### config.mk
export PLATFORM = sky130hd
export DESIGN_NAME = systolic_skew_feeder
export DESIGN_NICKNAME = d
export VERILOG_FILES = /design/src/rtl/systolic_skew_feeder.sv
export SDC_FILE = /design/constraint.sdc
export NUM_CORES = 1
export LEC_CHECK = 0
export BUFFER_PORTS_ARGS = -buffer_cell sky130_fd_sc_hd__buf_4
export CORE_MARGIN = 4
export CORE_UTILIZATION = 55
export CTS_CLUSTER_DIAMETER = 100
export DETAILED_ROUTE_END_ITERATION = 16
export GPL_ROUTABILITY_DRIVEN = 0
export PLACE_DENSITY = 0.83
export SETUP_SLACK_MARGIN = 0.02
export SYNTH_ARGS = -nofsm -noshare
export SYNTH_HDL_FRONTEND = slang
export SYNTH_SLANG_ARGS = --single-unit
### constraint.sdc
create_clock -name clk -period 4.6 [get_ports clk]
set_input_delay 0.69 -clock clk [delete_from_list [all_inputs] [get_ports clk]]
set_output_delay 0.69 -clock clk [all_outputs]
set_load 0.05 [all_outputs]
### src/rtl/systolic_skew_feeder.sv
// Skews unskewed row/column operand beats into a systolic array: lane k is delayed k+1 cycles,
// with a FLUSH phase that drains the last beat before the next tile may start.
module systolic_skew_feeder #(
    parameter int ARR_SIZE      = 4,
    parameter int HORIZONTAL_BW = 16,
    parameter int VERTICAL_BW   = 32
) (
    input  logic                              clk,
    input  logic                              rst,
    input  logic                              s_valid,
    output logic                              s_ready,
    input  logic                              s_last,
    input  logic [HORIZONTAL_BW*ARR_SIZE-1:0] s_horiz,
    input  logic [VERTICAL_BW*ARR_SIZE-1:0]   s_vert,
    output logic [HORIZONTAL_BW*ARR_SIZE-1:0] horizontal_input,
    output logic [VERTICAL_BW*ARR_SIZE-1:0]   vertical_input,
    output logic                              o_busy,
    output logic                              o_done,
    output logic [15:0]                       o_beat_cnt
);

    typedef enum logic [1:0] {IDLE, STREAM, FLUSH} state_t;

    localparam int FC_W = (ARR_SIZE > 1) ? $clog2(ARR_SIZE) : 1;
    localparam logic [FC_W-1:0] FLUSH_LAST = FC_W'(ARR_SIZE - 1);

    state_t            state_q, state_d;
    logic [FC_W-1:0]   flush_cnt_q, flush_cnt_d;
    logic [15:0]       beat_cnt_q, beat_cnt_d;
    logic              accept;
    logic              flush_last;

    assign accept     = s_valid && s_ready;
    assign flush_last = (flush_cnt_q == FLUSH_LAST);

    // NOTE: sequential state uses non-blocking assignments so every register samples pre-edge values.
    always_ff @(posedge clk) begin
        if (!rst) begin
            state_q     <= IDLE;
            flush_cnt_q <= '0;
            beat_cnt_q  <= '0;
        end else begin
            state_q     <= state_d;
            flush_cnt_q <= flush_cnt_d;
            beat_cnt_q  <= beat_cnt_d;
        end
    end

    // NOTE: every always_comb output gets a default first so no path can infer a latch.
    always_comb begin
        state_d     = state_q;
        flush_cnt_d = '0;
        beat_cnt_d  = beat_cnt_q;
        unique case (state_q)
            IDLE:    if (accept) state_d = s_last ? FLUSH : STREAM;
            STREAM:  if (accept && s_last) state_d = FLUSH;
            FLUSH: begin
                if (flush_last) state_d = IDLE;
                else            flush_cnt_d = flush_cnt_q + 1'b1;
            end
            default: state_d = IDLE;
        endcase
        if (accept) begin
            if (state_q == IDLE)             beat_cnt_d = 16'd1;
            else if (beat_cnt_q != 16'hFFFF) beat_cnt_d = beat_cnt_q + 16'd1;
        end
    end

    always_comb begin
        s_ready = (state_q != FLUSH);
        o_busy  = (state_q != IDLE);
        o_done  = (state_q == FLUSH) && flush_last;
    end

    assign o_beat_cnt = beat_cnt_q;

    // Free-running skew chains: no stall, bubbles enter as zeros so they add nothing to the MAC.
    for (genvar k = 0; k < ARR_SIZE; k++) begin : g_lane
        logic [HORIZONTAL_BW-1:0] h_q [k+1];
        logic [VERTICAL_BW-1:0]   v_q [k+1];
        logic [HORIZONTAL_BW-1:0] h_d;
        logic [VERTICAL_BW-1:0]   v_d;

        assign h_d = accept ? s_horiz[k*HORIZONTAL_BW +: HORIZONTAL_BW] : '0;
        assign v_d = accept ? s_vert[k*VERTICAL_BW +: VERTICAL_BW]       : '0;

        // NOTE: the skew chains are reset so in-flight operands are discarded, not leaked into the array.
        always_ff @(posedge clk) begin
            if (!rst) begin
                for (int j = 0; j <= k; j++) begin
                    h_q[j] <= '0;
                    v_q[j] <= '0;
                end
            end else begin
                h_q[0] <= h_d;
                v_q[0] <= v_d;
                for (int j = 1; j <= k; j++) begin
                    h_q[j] <= h_q[j-1];
                    v_q[j] <= v_q[j-1];
                end
            end
        end

        assign horizontal_input[k*HORIZONTAL_BW +: HORIZONTAL_BW] = h_q[k];
        assign vertical_input[k*VERTICAL_BW +: VERTICAL_BW]       = v_q[k];
    end

endmodule

==> run metrics, run 1 <==
clock tree root buffer cell clkbuf_16; DR WL/cell 15.7 um; drt via density 4.59; clock buffer depth 3; DRC Markers 0; First-pass DRT Iterations 5; static leakage 8.56 nW; FP Rows 60; combinational power share 6.0%; Initial Util 55.8%; CP top delay family simple AND/OR/NAND/NOR gates; CTS H-Tree Depth 2; Power Dens Cells 471 nW/um^2; final hold viol count 0; top post-synthesis cells by area dfxtp_1 (67%), and2_1 (20%), buf_4 (6.5%), clkbuf_1 (1.4%), nand2_1 (0.48%); Net Count, Synth 1486; CP arrival 1.74 ns; worst-skew pair later-pin latency 0.54 ns; EDFF count, synth 0; register area 10000 sq um; clk_skew approximately 0.013 ns; sequential power share 50.5%; WP data required 3.91 ns; Area growth syn-to-layout 26.1%; Critical Path End Type primary output; commonest non-fill, non-tap cell in the layout dfxtp_1; dominant synthesized flop cell dfxtp_1; first-pass GRT wire length ~47000 um; Cells after Synth 1288; slew at the pin with the worst max-slew slack 1.13 ns; post-CTS sizing 0; die area between 20000 and 30000 sq um; core area roughly 27000 sq um; critical-path maximum fanout 9; crit path kind register to primary output; max-slew violation count 0; DR iter-0 viols 406; register bit count reported by yosys 500; Critical path buffers and inverters 1; most frequent cells in the layout dfxtp_1 (500), and2_1 (481), buf_4 (407); CP max-delay cell dfxtp_1; total CTS buffers 46; die height approximately 170 um; Yosys Warn Count 0; max incr delay on CP 0.39 ns; RSZ-0062 raised after global routing false; Tcrit/Tclk final a little over half; synthesized area 15000 sq um; Final TNS setup 0 ns; CTS tree yes; Chip Width 173 um; worst path cell trace nand2b_1 > nor2_1 > buf_4; gr usage total 19.4%; Worst setup SP type register; Final Setup Violations 0; clock power share 43.6%; io pins 407; top achievable clock speed 411 MHz; Final min period 2.43 ns; final wirelength between 30000 and 40000 um; Max transition margin 24.6%; status finished, final reports clean; top-area cell type share of the netlist area 66.8%; FILL cells 1786; Cell variety after synth 49; Hold WC Path Type input pin to register; detailed placement HPWL 20300 um; post-layout net count between 1500 and 2000; VDD IR max between 0.4 and 0.5 mV; sequential-to-total area share from yosys stat 66.8%; Post-CTS Setup Inserts 0; P_sw 1.87 mW; multi-input logic area 3770 sq um; total grt overflow 0; initial antenna violation count 2; largest net degree at the start of global routing 167; Max Cap Viol 0; vias in the first global route about 8900; final antenna-violating net count 0; post-synthesis area per instance 11.6 sq um; layout cells sized above 1 31.1%; internal power 7.04 mW; I/O Buffers 406; Sink Count 500; routed via count 8854; Hold Buf Count CTS 0; Tot Pwr 8.90 mW; clock transition at the registers of the reported paths 0.06 ns; ys async rst share 0%; Sw Ratio a little over a fifth; leading area contributor after synthesis dfxtp_1
flip-flops by register name, indices dropped and copies added, names as in the netlist:
signal,flops
g_lane.v_q,320
g_lane.h_q,160
o_beat_cnt,16
flush_cnt_q,2
state_q,2
synth_stat cells (2+ instances only):
master	instances
a211oi_1	3
a21oi_1	3
a221oi_1	3
a31oi_1	4
and2_1	481
and3_1	4
and3_2	2
and4_1	2
buf_2	3
buf_4	129
clkbuf_1	56
dfxtp_1	500
ha_1	2
inv_1	4
nand2_1	19
nand3_1	7
nand4_1	7
nor2_1	9
nor4_1	5
nor4b_1	2
o2111ai_1	2
o211ai_1	4
o21ai_0	3
o21ai_1	2
o22ai_1	3
o31ai_1	4
or3_1	2
or4_1	2
path summary, 6_finish.rpt:
path / from / end / slack (ns) / cells after the start
worst min-delay path: s_horiz[26] / g_lane[1].h_q[0][10]$_SDFF_PN0_ / 0.35 / 2
worst max register to register: state_q[0]$_SDFFE_PN0P_ / g_lane[3].v_q[0][16]$_SDFF_PN0_ / 2.28 / 4
worst min register to register: g_lane[3].v_q[0][8]$_SDFF_PN0_ / g_lane[3].v_q[0][40]$_SDFF_PN0_ / 0.42 / 1
worst max-delay path: state_q[0]$_SDFFE_PN0P_ / o_done / 2.17 / 3
cells by family after synthesis:
family          Yosys count  share of synthesized area (%)
mux                       2                          0.142
compound gates           39                           1.96
buf+inv                 194                           8.11
fa+ha+maj                 2                          0.167
flops                   500                           66.8
simple gates            551                           22.8
per-stage QoR:
stage | utilization [%] | hold WS (ns) | cell area [sq um] | cells | setup WS, ns
CTS | 70.3 | 0.331 | 18900 | 1929 | 2.17
global placement | 64.4 | 0.413 | 17300 | 1850 | 2.21
floorplan | - | 0.408 | 15000 | 1288 | 2.40
global route | 70.3 | 0.330 | 18900 | 1930 | 2.06
finish | 70.3 | 0.350 | 18900 | 1930 | 2.17
detailed placement | 64.4 | 0.417 | 17300 | 1850 | 2.17
worst register-to-register path: stages, from the launching register on:
cell and delay, ns:
dfxtp_1 0.48, nand2b_1 0.37, and3_4 0.73, buf_12 0.43
and2_1 0.25
power groups by stage:
stage / Sequential [mW] / Combinational [mW] / Clock, mW
2_1_floorplan: 4.65 / 0.263 / 0
3_3_place_gp: 4.58 / 0.523 / 0
3_5_place_dp: 4.59 / 0.532 / 0
4_1_cts: 4.49 / 0.537 / 3.96
5_1_grt: 4.50 / 0.570 / 4.14
6_report: 4.49 / 0.531 / 3.88
routing by layer:
| metal | global-route usage [%] | vias to the layer above | share of wire [%] |
|---|---|---|---|
| met5 | 0 | - | 0.066 |
| met4 | 8.21 | 2 | 4.0 |
| met3 | 6.10 | 79 | 8.4 |
| met2 | 35.6 | 368 | 51 |
| met1 | 20.6 | 3998 | 37 |
| li1 | - | 4407 | - |
final cells by class:
| class | count | area share, % |
|---|---|---|
| sequential | 500 | 53.0 |
| antenna | 1 | 0.0132 |
| clock inverter | 16 | 1.40 |
| inverter | 6 | 0.119 |
| multi-input combinational | 594 | 19.9 |
| tap | 341 | 2.26 |
| clock buffer | 63 | 6.97 |
| timing repair buffer | 409 | 16.3 |
Power figures use the tool's default switching activity.
==> run 2, diff against run 1 <==
CORE_UTILIZATION = 46   (was 55)
PLACE_DENSITY = 0.74   (was 0.83)
clock period = 2.1 ns   (was 4.6 ns; I/O delays follow)
==> run metrics, run 2 (synthesis results as in run 1) <==
status finished, final reports clean; gr usage total 18.7%; drt via density around 4.4; internal power 15.4 mW; RSZ-0062 raised after global routing false; Final TNS setup 0 ns; non-filler instance count after layout approximately 2200; FILL cells 2245; critical-path maximum fanout 13; total CTS buffers 47; total grt overflow 0; Power Dens Cells 938 nW/um^2; FP Rows 65; layout cells sized above 1 28.4%; crit path kind register to primary output; final hold viol count 0; WP data required 1.78 ns; die area between 30000 and 40000 sq um; Critical Path End Type primary output; io pins between 400 and 500; top achievable clock speed a little over 500 MHz; DR iter-0 viols around 240; DRC Markers 0; CP arrival 1.63 ns; Chip Width around 190 um; Final Setup Violations 0; Placed Area 17500 sq um; sequential power share 50.1%; clock tree root buffer cell clkbuf_16; clock power share 42.2%; clk_skew ~0.021 ns; CTS tree yes; VDD IR max roughly 0.74 mV; initial antenna violation count 2; worst-skew pair later-pin latency between 0.5 and 0.6 ns; commonest non-fill, non-tap cell in the layout dfxtp_1; core area 31900 sq um; post-layout net count 1949; Placed Instances 1949; routed via count 9724; combinational power share 7.7%; most frequent cells in the layout dfxtp_1 (498), and2_1 (481), buf_4 (409); slew at the pin with the worst max-slew slack 0.587 ns; P_sw 4.23 mW; Tcrit/Tclk final between 90% and 100%; die height 189 um; vias in the first global route 10000; first-pass GRT wire length roughly 54000 um; Sw Ratio 21.5%; DR WL/cell 15.6 um; max reg flops 320; First-pass DRT Iterations 5; largest register by flop count g_lane.v_q; Post-CTS Setup Inserts 0; clock transition at the registers of the reported paths 0.06 ns; CTS H-Tree Depth 2; final wirelength 34700 um; worst hold slack 0.0331 ns; clock buffer depth 3; Worst setup SP type register; detailed placement HPWL 21100 um; Area growth syn-to-layout 39.7%; static leakage 9.40 nW; Sink Count 500; I/O Buffers 406; max-slew violation count 0; Final min period 1.95 ns; final antenna-violating net count 0; Finished Cell Area 20900 sq um; Initial Util 47.0%; Max Cap Viol 0; Max transition margin 60.9%; largest net degree at the start of global routing around 190; Hold WC Path Type input pin to register
[run 2: cell count changes in the layout (fill, tap and decap cells not counted), moves of 3 or more]
| cell | previous run | this run |
|---|---|---|
| dlygate4sd3_1 | 0 | 188 |
| clkinv_2 | 3 | 10 |
| clkbuf_8 | 8 | 13 |
| bufinv_16 | 6 | 2 |
| buf_12 | 1 | 4 |
| clkinvlp_4 | 3 | 0 |
[run 2: repair_timing]
item                      in CTS  in global routing
hold buffers                 188                  0
hold endpoints to repair     188                  0
gates resized for setup        0                  0
[run 2: area by class of cell]
type | instances | area [sq um] | area share [%]
Clock inverter | 15 | 146 | 0.699
Antenna cell | 2 | 5.00 | 0.0239
Clock buffer | 67 | 1400 | 6.70
Sequential cell | 500 | 10000 | 47.8
Multi-Input combinational cell | 594 | 3770 | 18.0
Tap cell | 435 | 544 | 2.60
Inverter | 6 | 22.5 | 0.108
Timing Repair Buffer | 602 | 5040 | 24.1
[run 2: layer usage]
layer | GRT usage, % | vias to the layer above | part of all wire (%)
met3 | 5.32 | 86 | 7.4
met1 | 20.2 | 4450 | 38
met5 | 0 | - | 0
li1 | - | 4800 | -
met4 | 7.40 | 0 | 4.2
met2 | 34.6 | 388 | 51
[run 2: worst max-delay path: stages (launching register included)]
cell     delay, ns
dfxtp_1       0.34
nor2_2        0.33
inv_2         0.20
buf_4         0.24
[run 2: power by group through the flow]
stage | sequential [mW] | combinational, mW | clock (mW)
6_report | 9.84 | 1.51 | 8.29
3_3_place_gp | 10.0 | 1.18 | 0
5_1_grt | 9.86 | 1.61 | 8.90
2_1_floorplan | 10.2 | 0.575 | 0
3_5_place_dp | 10.0 | 1.20 | 0
4_1_cts | 9.83 | 1.50 | 8.50
[run 2: path summary, 6_finish.rpt]
kind                                         from                               end  slack [ns]  depth (start not counted)
setup reg to reg       o_beat_cnt[0]$_SDFFE_PN0P_       o_beat_cnt[14]$_SDFFE_PN0P_        0.22                          5
setup / recovery          state_q[1]$_SDFFE_PN0P_                            o_busy        0.15                          3
hold reg to reg   g_lane[3].v_q[0][87]$_SDFF_PN0_  g_lane[3].v_q[0][119]$_SDFF_PN0_        0.42                          1
hold / removal                        s_horiz[38]    g_lane[2].h_q[0][6]$_SDFF_PN0_        0.03                          2
[run 2: through the flow]
stage	setup slack, ns	utilization (%)	total power, mW
CTS	0.134	65.7	19.8
floorplan	0.111	-	10.8
global placement	0.293	54.9	11.2
global route	0.0568	65.7	20.4
finish	0.151	65.7	19.6
detailed placement	0.230	54.9	11.2
==> run 3, diff against run 2 <==
CELL_PAD_IN_SITES_DETAIL_PLACEMENT = 1   (was not set)
CELL_PAD_IN_SITES_GLOBAL_PLACEMENT = 2   (was not set)
CORE_UTILIZATION = 29   (was 46)
PLACE_DENSITY = not set   (was 0.74)
PLACE_DENSITY_LB_ADDON = 0.1   (was not set)
==> run metrics, run 3 (synthesis results as in run 1) <==
final antenna-violating net count 0; Reg2Reg Setup Slack 0.31 ns; CTS H-Tree Depth 2; commonest non-fill, non-tap cell in the layout dfxtp_1; Worst setup SP type register; initial antenna violation count 8; FILL cells between 5000 and 6000; most frequent cells in the layout dfxtp_1 (497), and2_1 (481), buf_4 (412); die height 235 um; Final Setup Violations 0; detailed placement HPWL roughly 24000 um; clock tree root buffer cell clkbuf_16; total CTS buffers 55; Chip Width about 240 um; static leakage around 9.6 nW; DRC Markers 0; die area 55400 sq um; max reg flops between 300 and 400; drt via density 3.93; clock transition at the registers of the reported paths 0.06 ns; Max Cap Viol 0; final wirelength roughly 37000 um; vias in the first global route between 9000 and 10000; max-slew violation count 0; Hold WC Path Type input pin to register; multi-input logic area 3770 sq um; core area a little over 50000 sq um; WP data required 1.78 ns; final core occ around 42%; Tcrit/Tclk final 92.8%; first-pass GRT wire length 57800 um; Initial Util roughly 29%; FP Rows 83; Area growth syn-to-layout 44.8%; layout cells sized above 1 approximately 29%; Final TNS setup 0 ns; crit path kind register to primary output; Power Dens Cells 976 nW/um^2; Critical Path End Type primary output; io pins about 410; I/O Buffers 406; Max transition margin 56.6%; Post-CTS Setup Inserts 0; gr usage total between 10% and 20%; clock buffer depth 3; final hold viol count 0; DR WL/cell 14.8 um; non-filler instance count after layout 2494; worst-skew pair later-pin latency 0.59 ns; routed via count roughly 10000; status finished, final reports clean; First-pass DRT Iterations 4; post-layout net count 1966; Final min period about 1.9 ns; largest net degree at the start of global routing 177; Placed Instances ~2200; slew at the pin with the worst max-slew slack 0.651 ns; critical-path maximum fanout 11; largest register by flop count g_lane.v_q; register area 10000 sq um; CP arrival roughly 1.6 ns; DR iter-0 viols 249; VDD IR max 0.574 mV; Sink Count 500; clk_skew roughly 0.012 ns; total grt overflow 0; RSZ-0062 raised after global routing false; top achievable clock speed 513 MHz; CTS tree yes
[run 3: cell count changes in the layout (fill, tap and decap cells not counted), sizes merged]
| cell | delta |
|---|---|
| clkinv | -4 |
| clkbuf | +21 |
| diode | +1 |
| dlygate4sd3 | +4 |
| buf | +5 |
| inv | -1 |
| bufinv | +2 |
[run 3: layout make-up]
| class | instances | share of cell area, % |
|---|---|---|
| timing repair buffer | 611 | 23.7 |
| sequential | 500 | 46.2 |
| inverter | 6 | 0.104 |
| clock buffer | 88 | 7.89 |
| tap | 680 | 3.92 |
| clock inverter | 12 | 0.825 |
| antenna | 3 | 0.0346 |
| multi-input combinational | 594 | 17.4 |
[run 3: metal layers]
layer	share of wire (%)	up-vias	track usage (%)	wire length, um
li1	-	4851	-	-
met1	40	4559	15.0	14600
met2	48	294	21.8	17700
met3	8.8	87	5.49	3230
met4	3.4	10	4.84	1270
met5	0.12	-	0	43
[run 3: repair_timing]
action                                 in CTS  in global routing
hold buffers                              192                  0
resized for setup                           1                  3
endpoints found under the hold margin     192                  0
setup endpoints to repair                   1                  2
[run 3: metrics by stage]
| stage | hold slack [ns] | power [mW] | setup WS, ns | cell area, sq um |
|---|---|---|---|---|
| after floorplan | 0.408 | 10.8 | 0.111 | 15000 |
| after global placement | 0.413 | 11.3 | 0.372 | 17900 |
| after detailed placement | 0.419 | 11.3 | 0.324 | 17900 |
| after CTS | 0.0268 | 21.6 | 0.0605 | 21700 |
| after global routing | 0.0596 | 22.1 | 0.0319 | 21700 |
| final | 0.0744 | 21.2 | 0.152 | 21700 |
[run 3: path summary, 6_finish.rpt]
check / startpoint / endpoint / depth (start not counted)
max: state_q[1]$_SDFFE_PN0P_ / o_busy / 4
min: s_last / state_q[0]$_SDFFE_PN0P_ / 3
max reg2reg: o_beat_cnt[0]$_SDFFE_PN0P_ / o_beat_cnt[13]$_SDFFE_PN0P_ / 6
min reg2reg: g_lane[3].h_q[1][11]$_SDFF_PN0_ / g_lane[3].h_q[2][11]$_SDFF_PN0_ / 1
[run 3: worst max-delay path, stage by stage (launching register included)]
cell and delay, ns:
dfxtp_2 0.35, nor2_4 0.25, inv_2 0.07, buf_4 0.19, buf_4 0.20
[run 3: report_power, final]
| group | total [mW] | switching [mW] | internal, mW |
|---|---|---|---|
| registers | 9.83 | 0.0646 | 9.77 |
| logic | 1.52 | 0.757 | 0.766 |
| clock network | 9.81 | 3.77 | 6.04 |
